--- config.mk ---
export PLATFORM = sky130hd
export DESIGN_NAME = regfile_wb_arbiter
export DESIGN_NICKNAME = d
export VERILOG_FILES = /design/src/rtl/regfile_wb_arbiter.sv
export SDC_FILE = /design/constraint.sdc
export NUM_CORES = 1
export LEC_CHECK = 0
export BUFFER_PORTS_ARGS = -buffer_cell sky130_fd_sc_hd__clkbuf_2
export CAP_MARGIN = 15
export CELL_PAD_IN_SITES_DETAIL_PLACEMENT = 0
export CELL_PAD_IN_SITES_GLOBAL_PLACEMENT = 1
export CORE_UTILIZATION = 28
export DETAILED_ROUTE_END_ITERATION = 10
export GPL_TIMING_DRIVEN = 0
export PLACE_DENSITY = 0.67
export SYNTH_ARGS = -nofsm -noshare
export SYNTH_HDL_FRONTEND = slang
export SYNTH_SLANG_ARGS = --single-unit
--- constraint.sdc ---
create_clock -name clk -period 6.4 [get_ports clk]
set_input_delay 0.96 -clock clk [delete_from_list [all_inputs] [get_ports clk]]
set_output_delay 0.96 -clock clk [all_outputs]
set_load 0.05 [all_outputs]
--- src/rtl/regfile_wb_arbiter.sv ---
// ---------------------------------------------------------------------------
// regfile_wb_arbiter
// Merges two in-order write-back lanes into the two write ports of a banked
// (even/odd) register file. At most one write per bank issues per cycle.
// Writes that cannot issue wait in a small in-order queue. Program order is
// always preserved, and writes to r0 are dropped.
//
// Ports
//   clk, rst                     clock, synchronous active-high reset
//   wb{0,1}_valid/addr/data_i    write-back lanes (lane 0 is older)
//   wb_ready_o                   both lanes are accepted this cycle
//   rf_we/wa/wd{0,1}_o           register-file write ports (port 0 is older)
//   pending_o                    queue occupancy
//   idle_o                       queue empty and no write presented
// ---------------------------------------------------------------------------
module regfile_wb_arbiter #(
    parameter int unsigned WIDTH       = 32,
    parameter int unsigned DEPTH       = 4,
    parameter int unsigned INIT_CYCLES = 16
) (
    input  logic                       clk,
    input  logic                       rst,
    input  logic                       wb0_valid_i,
    input  logic [4:0]                 wb0_addr_i,
    input  logic [WIDTH-1:0]           wb0_data_i,
    input  logic                       wb1_valid_i,
    input  logic [4:0]                 wb1_addr_i,
    input  logic [WIDTH-1:0]           wb1_data_i,
    output logic                       wb_ready_o,
    output logic                       rf_we0_o,
    output logic [4:0]                 rf_wa0_o,
    output logic [WIDTH-1:0]           rf_wd0_o,
    output logic                       rf_we1_o,
    output logic [4:0]                 rf_wa1_o,
    output logic [WIDTH-1:0]           rf_wd1_o,
    output logic [$clog2(DEPTH+1)-1:0] pending_o,
    output logic                       idle_o
);

    localparam int unsigned PW = $clog2(DEPTH);
    localparam int unsigned CW = $clog2(DEPTH + 1);
    localparam int unsigned IW = $clog2(INIT_CYCLES + 1);

    typedef struct packed {
        logic [4:0]       addr;
        logic [WIDTH-1:0] data;
    } wr_t;

    wr_t           q_mem [DEPTH];
    logic [PW-1:0] head_q, head_d, tail_q, tail_d;
    logic [CW-1:0] count_q, count_d;
    logic [IW-1:0] init_cnt_q, init_cnt_d;
    logic          ready_q, ready_d;
    logic          idle_q, idle_d;
    logic          we0_q, we1_q;
    wr_t           port0_q, port1_q;

    wr_t           cand [4];
    logic [3:0]    cand_v;
    logic [1:0]    a_idx, b_idx, n_sel;
    logic          acc0, acc1;
    logic          issue_a, issue_b;
    logic          lane0_iss, lane1_iss, enq0, enq1;
    logic [CW-1:0] deq_cnt;
    logic [PW-1:0] head_p1, wr_idx1;

    // Candidate list in age order: two oldest queue entries, then the lanes
    always_comb begin
        acc0    = wb0_valid_i & ready_q & (wb0_addr_i != 5'd0);
        acc1    = wb1_valid_i & ready_q & (wb1_addr_i != 5'd0);
        head_p1 = head_q + PW'(1);
        cand[0] = q_mem[head_q];
        cand[1] = q_mem[head_p1];
        cand[2] = '{addr: wb0_addr_i, data: wb0_data_i};
        cand[3] = '{addr: wb1_addr_i, data: wb1_data_i};
        cand_v  = {acc1, acc0, (count_q >= CW'(2)), (count_q != '0)};
    end

    // Pick the first two valid candidates; the second issues only on the other bank
    always_comb begin
        a_idx = 2'd0;
        b_idx = 2'd0;
        n_sel = 2'd0;
        for (int i = 0; i < 4; i++) begin
            if (cand_v[i]) begin
                if (n_sel == 2'd0) begin
                    a_idx = 2'(i);
                end else if (n_sel == 2'd1) begin
                    b_idx = 2'(i);
                end
                if (n_sel != 2'd2) begin
                    n_sel = n_sel + 2'd1;
                end
            end
        end
        issue_a = (n_sel != 2'd0);
        issue_b = (n_sel == 2'd2) && (cand[b_idx].addr[0] != cand[a_idx].addr[0]);
    end

    // Queue bookkeeping and next-state of the registered outputs
    always_comb begin
        lane0_iss  = (issue_a && a_idx == 2'd2) || (issue_b && b_idx == 2'd2);
        lane1_iss  = (issue_a && a_idx == 2'd3) || (issue_b && b_idx == 2'd3);
        enq0       = acc0 & ~lane0_iss;
        enq1       = acc1 & ~lane1_iss;
        deq_cnt    = CW'(issue_a & ~a_idx[1]) + CW'(issue_b & ~b_idx[1]);
        count_d    = count_q - deq_cnt + CW'(enq0) + CW'(enq1);
        head_d     = head_q + PW'(deq_cnt);
        tail_d     = tail_q + PW'(enq0) + PW'(enq1);
        wr_idx1    = enq0 ? (tail_q + PW'(1)) : tail_q;
        init_cnt_d = (init_cnt_q == IW'(INIT_CYCLES)) ? init_cnt_q : (init_cnt_q + IW'(1));
        // Two free slots are kept so a full pair can always be absorbed
        ready_d    = (init_cnt_d == IW'(INIT_CYCLES)) && (count_d <= CW'(DEPTH - 2));
        idle_d     = (count_d == '0) && !issue_a && !issue_b;
    end

    // Control state and registered write ports
    always_ff @(posedge clk) begin
        if (rst) begin
            head_q     <= '0;
            tail_q     <= '0;
            count_q    <= '0;
            init_cnt_q <= '0;
            ready_q    <= 1'b0;
            idle_q     <= 1'b1;
            we0_q      <= 1'b0;
            we1_q      <= 1'b0;
            port0_q    <= '0;
            port1_q    <= '0;
        end else begin
            head_q     <= head_d;
            tail_q     <= tail_d;
            count_q    <= count_d;
            init_cnt_q <= init_cnt_d;
            ready_q    <= ready_d;
            idle_q     <= idle_d;
            we0_q      <= issue_a;
            we1_q      <= issue_b;
            if (issue_a) begin
                port0_q <= cand[a_idx];
            end
            if (issue_b) begin
                port1_q <= cand[b_idx];
            end
        end
    end

    // Queue storage; contents are don't-care outside the head..tail window
    always_ff @(posedge clk) begin
        if (!rst && enq0) begin
            q_mem[tail_q] <= cand[2];
        end
        if (!rst && enq1) begin
            q_mem[wr_idx1] <= cand[3];
        end
    end

    assign wb_ready_o = ready_q;
    assign rf_we0_o   = we0_q;
    assign rf_wa0_o   = port0_q.addr;
    assign rf_wd0_o   = port0_q.data;
    assign rf_we1_o   = we1_q;
    assign rf_wa1_o   = port1_q.addr;
    assign rf_wd1_o   = port1_q.data;
    assign pending_o  = count_q;
    assign idle_o     = idle_q;

endmodule

* After elaboration in Yosys (flattened, before gate mapping)
Memories as Yosys holds them, arrays and structs flattened. A register that Yosys moved wholly into a read port is not among the register bits.
Index checks and enable logic that the tools add are counted.
W data, S select, Z words.
** Word-level totals
- Bits in registers :: 90
- Bits in writable memories :: 148
- Input port bits :: 78
- Output and inout port bits :: 81
- Word-level logic and storage cells :: 116
- Memories kept :: 1
** Cells by class
- Add/subtract/negate cells :: 13
- Order comparisons :: 4
- Equal/unequal tests :: 14
- Multiplexer cells :: 35
- Bitwise logic cells :: 14
- Reduce and logical (&&, ||, !) cells :: 23
** Memory list
- q_mem :: words 4, width 37, read ports 2, clocked after memory_dff 1, wr ports 2, RTL line 49 : wr_t q_mem [DEPTH];
** Operators with widths (count)
- $bmux W37 S2 :: 2
- $mux W37 :: 4
- $mux W2 :: 18
- $add A2 B1 Y2 const B :: 5
- $eq A2 B2 Y1 const B :: 5
- $eq A5 B5 Y1 const B :: 2
- $logic_and A1 B1 Y1 :: 10
- $mux W1 :: 10
- $reduce_bool A5 Y1 :: 2
- $add A3 B1 Y3 :: 2
- $and A1 B1 Y1 :: 6
- $and A1 B3 Y3 :: 2
- $eq A2 B1 Y1 const B :: 3
- $ge A3 B3 Y1 const B :: 2
- $logic_not A2 Y1 :: 3
- $ne A2 B2 Y1 const B :: 3
- $not A1 Y3 :: 2
- $not A2 Y3 :: 2
- $add A5 B1 Y5 const B :: 1
- $mux W5 :: 1
- $add A2 B1 Y2 :: 2
- $add A3 B3 Y3 :: 1
- $ge A3 B2 Y1 const B :: 1
- $le A3 B2 Y1 const B :: 1
- 9 further kinds :: 13

* Depth between registers and ports, before layout
- Depth after elaboration :: 27
- Depth in mapped cells :: 28
- Mapped depth without buffers :: 24

* Worst setup path before layout
No wires, ideal clock.
- Path type :: input port to flip-flop
- From :: input wb0_addr_i[1]
- To :: register idle_q, in the netlist idle_o
- Library setup time :: 116 ps
- Arrival :: 6118 ps
- Data required time :: 6284 ps
- Setup slack :: 166 ps
- Stages on the path :: 24
- Buffers on the path :: 4
- Path through :: or4_1 -> o211a_2 -> o21ai_0 -> inv_1 -> ha_1 -> and4b_1 -> o22a_1 -> buf_2 -> mux2_1 -> o221ai_2 -> xnor2_1 -> buf_2 -> nor2b_1 -> buf_2 -> buf_1 -> and2_1 -> ha_1 -> ha_1 -> fa_1 -> inv_1 -> fa_1 -> xnor2_1 -> xnor2_1 -> a41o_1
** On the way
- Longest elaborated chain between the ends :: 22
- Elaborated cells between the ends (all ways) :: 55
- Classes of those cells :: 5 x add/sub; 8 x eq/ne; 16 x mux; 11 x bitwise; 15 x reduce/logical
** Ends and longest elaborated chain
- from (decl) :: RTL line 24 : input logic [4:0] wb0_addr_i,
- $reduce_bool A5 Y1 (*) :: RTL line 69 : acc0 = wb0_valid_i & ready_q & (wb0_addr_i != 5'd0);
- $and A1 B1 Y1 (*) :: RTL line 69
- parallel branches: the longest is 19 deep, another holds $bmux W37 S2
- $logic_and A1 B1 Y1 (*) :: RTL line 114 : idle_d = (count_d == '0) && !issue_a && !issue_b;
- to (signal assigned) :: RTL line 136 : idle_q <= idle_d;
- to (decl) :: RTL line 54 : logic idle_q, idle_d;
Mark *: on every way between the ends. The select of a mux whose other input is x is not followed.
A chain may end at the register's enable or synchronous reset.

* Worst setup path after layout
- From :: input wb0_addr_i[1]
- To :: register ready_q, in the netlist wb_ready_o
** On the way
- Longest elaborated chain between the ends :: 21
- Elaborated cells between the ends (all ways) :: 52
- Classes of those cells :: 5 x add/sub; 1 x order compare; 8 x eq/ne; 16 x mux; 11 x bitwise; 11 x reduce/logical
** Ends and longest elaborated chain
- $reduce_bool A5 Y1 (*) :: RTL line 69
- $and A1 B1 Y1 (*) :: RTL line 69
- parallel branches: the longest is 16 deep, another holds $bmux W37 S2
- $add A3 B1 Y3 (*) :: RTL line 107 : count_d = count_q - deq_cnt + CW'(enq0) + CW'(enq1);
- $le A3 B2 Y1 (*) :: RTL line 113 : ready_d = (init_cnt_d == IW'(INIT_CYCLES)) && (count_d <= CW'(DEPTH - 2));
- $logic_and A1 B1 Y1 (*) :: RTL line 113
- to (signal assigned) :: RTL line 135 : ready_q <= ready_d;
- to (decl) :: RTL line 53 : logic ready_q, ready_d;
Marked as above.

==> out/results.ini <==
[clock_network]
clock_latency_ns = 0.61
cts_max_level = 1
hold_buffers = 0
clock_path_buffers = 3
cts_tree = built
clock_sinks = 238
path_clk_slew_ns = 0.06
cts_root_buf = clkbuf_16
numCtsBuffers = 30

[logic_synthesis]
ys_warn_count = 0
synth_cell_type_count = 55
yosysSeqAreaShare_pct = 41.00
synth_top_cell_area_share_pct = 29.17
synth.area.top_cells = edfxtp_1 (29%), dfxtp_1 (12%), mux2_4 (7.5%)
netlist_instances = 1559
synth_edf_count = 148
netlist_area_um2 = 15230
synth.avg_cell_area_um2 = 9.772
netlist_top_cells_count = nand2_1 (154), edfxtp_1 (148), clkbuf_1 (130)
synthesis.nets = 1656
synth-async-reset-ratio_pct = 0
ys.flop_type = edfxtp_1
yosysTopAreaCell = edfxtp_1
synth_seq_cells = 238
yosysMostFrequentCell = nand2_1

[detailed_routing]
routed_via_density = 5.920
drt_iter0_drc = 1619
wl_per_cell_um = 26.20
antenna_left = 0
wl_um = 64840
vias = 14650
drc = 0
drt_first_pass_iters = 6

[sta]
slew_headroom_pct = 14.15
whs_ns = 0.4957
maxSlewViolCount = 0
timing.final.crit_share_pct = 94.77
setup_viol_count_final = 0
tns_ns = 0
fmax_mhz = 164.9
worst_pin_slew_ns = 1.282
skew_ns = 0.04885
layout_min_cycle_time_ns = 6.065
hold_viol = 0

[layout]
layout.nets = 1848
area_delta_synth_final_pct = 18.22
layout-drive-gt1-share_pct = 23.38
fin_area_um2 = 18010
final_cell_count_no_fill = 2475

[floorplan]
core-area_um2 = 53810
initial_core_util_pct = 28.31
io_pins = 159
dieArea_um2 = 55350
die_h_um = 235.3
num_rows = 85
die_w_um = 235.3

[power_and_ir_drop]
p_leak_nw = 6.270
power_mw = 9.117
irDropWorstVdd_uv = 390.7
p_per_area_nw_per_um2 = 506.2

[worst_hold_path]
min_path_cells = 2
hold_path.class = flip-flop to flip-flop

[grt]
grt_pass1_vias = 14130
grt_pass1_wl_um = 95770
grt_max_degree = 23
antenna_found_initial = 7
overflow = 0
grt_usage_pct = 22.81

[flow_run]
maxCapViolations = 0

[setup_path]
path_max_fanout = 10
r2r_start = pending_o[2]
setup.worst_path.start_class = primary input
critPathKind = primary input to flip-flop
worst-endpoint-arrival_ns = 6.54
reg2regPathDepth = 25
setup.worst_path.end_class = flip-flop
crit_end = wb_ready_o
worst_ep_required_time_ns = 6.88
worst_r2r_endpoint = wb_ready_o
rrSetupSlack_ns = 0.69
startpoint = wb0_addr_i[1]

[placed_design]
dp_cells = 2415
dp_hpwl_um = 45570
post_dp_cell_area_um2 = 16980
place_congestion = 0.9362
numPortBuffers = 156

[run_status]
status = finished clean

-- state kept, by name, summed over array words and instances, names as in the netlist --
register and count:
rf_we1_o 1, rf_wa0_o 5, pending_o 3, init_cnt_q 5
rf_wa1_o 5, idle_o 1, tail_q 2, rf_wd0_o 32
q_mem 148, rf_wd1_o 32, head_q 2, wb_ready_o 1
rf_we0_o 1
-- power breakdown --
part	total [mW]	switching [mW]	internal (mW)	leakage, nW
clock	1.73	0.729	1.00	0.484
sequential	1.99	0.134	1.85	2.07
combinational	5.40	3.85	1.55	3.72
-- through the flow --
step / util (%) / worst slack [ns]
CTS: 33.40 / 0.04220
detailed placement: 31.55 / -1.369
global route: 33.46 / -0.005550
global placement: 31.38 / -1.333
floorplan: - / 0.1661
finish: 33.47 / 0.3346
-- timing repair --
action                                  in CTS  in global routing
resized for setup                            2                  6
buffers inserted                             0                  2
endpoints found under the setup margin       5                  4
-- final cells by class --
class,count,area [µm²]
Clock buffer,42,878.3
Inverter,18,72.57
Sequential cell,238,6246
Tap cell,696,870.8
Buffer,163,714.4
Clock inverter,14,122.6
Antenna cell,4,10.01
Fill cell,5621,35800
Timing Repair Buffer,162,875.8
Multi-Input combinational cell,1138,8219
-- worst min path at each step --
stage | startpoint | end
after floorplan | init_cnt_q[3] | init_cnt_q[3]
after detailed placement | rf_wa0_o[3] | rf_wa0_o[3]
after global placement | rf_wa0_o[0] | rf_wa0_o[0]
after CTS | rf_wd1_o[31] | rf_wd1_o[31]
final | rf_wd1_o[20] | rf_wd1_o[20]
after global routing | rf_wd1_o[29] | rf_wd1_o[29]
-- cell usage in the layout, fill, tap and decap left out, types with 5 or more instances in the layout --
cell and count:
o21ai_0 85, o31ai_1 33, clkbuf_8 5, ha_1 16, o22ai_1 41, mux2_2 92
o221ai_1 103, a311oi_1 35, dfxtp_1 90, a21oi_1 53, nand3b_1 6, edfxtp_1 148
xnor2_1 6, buf_2 7, clkbuf_1 134, clkbuf_16 32, buf_1 12, a221oi_1 32
inv_1 15, mux2_1 18, buf_4 6, nor2_1 101, nor2b_1 8, nand2_1 150
nor3_1 77, clkbuf_2 157, a31oi_1 68, o21a_1 36, nand3_1 14, mux2i_1 8
buf_6 8, mux2_4 76, or3_1 36
-- critical path, cell delays in order --
cell,delay (ns)
clkbuf_2,0.15
or4_1,0.59
o211a_2,0.33
o21ai_0,0.26
ha_1,0.24
a31o_2,0.24
o21a_1,0.55
mux2i_1,0.17
mux2i_1,0.30
xnor2_1,0.18
clkbuf_4,0.24
nor2b_1,0.20
clkbuf_8,0.17
and2_1,0.13
ha_1,0.24
ha_1,0.31
fa_1,0.17
inv_1,0.05
fa_1,0.37
xnor2_1,0.20
xnor2_1,0.19
nand4_1,0.12
nor3_1,0.18
-- per-layer routing --
metal | up-vias | global-route usage [%] | part of all wire, %
met1 | 7162 | 31.13 | 42
met2 | 859 | 36.27 | 45
met5 | - | 0 | 0.052
met4 | 6 | 7.487 | 3.2
li1 | 6479 | - | -
met3 | 145 | 4.163 | 9.1
-- kinds of logic (layout without fill, tap and decap cells) --
family	after synthesis	count (layout)	share of synthesized area (%)
AOI/OAI and AO/OA	509	509	23.42
and+or+nand+nor	406	406	11.85
DFF	238	238	41.00
muxes	196	196	16.44
buffers and inverters	183	399	5.117
adders and majority gates	19	19	1.708
xor gates and xnor gates	8	8	0.4599
other	0	4	0
Power figures use the tool's default switching activity.
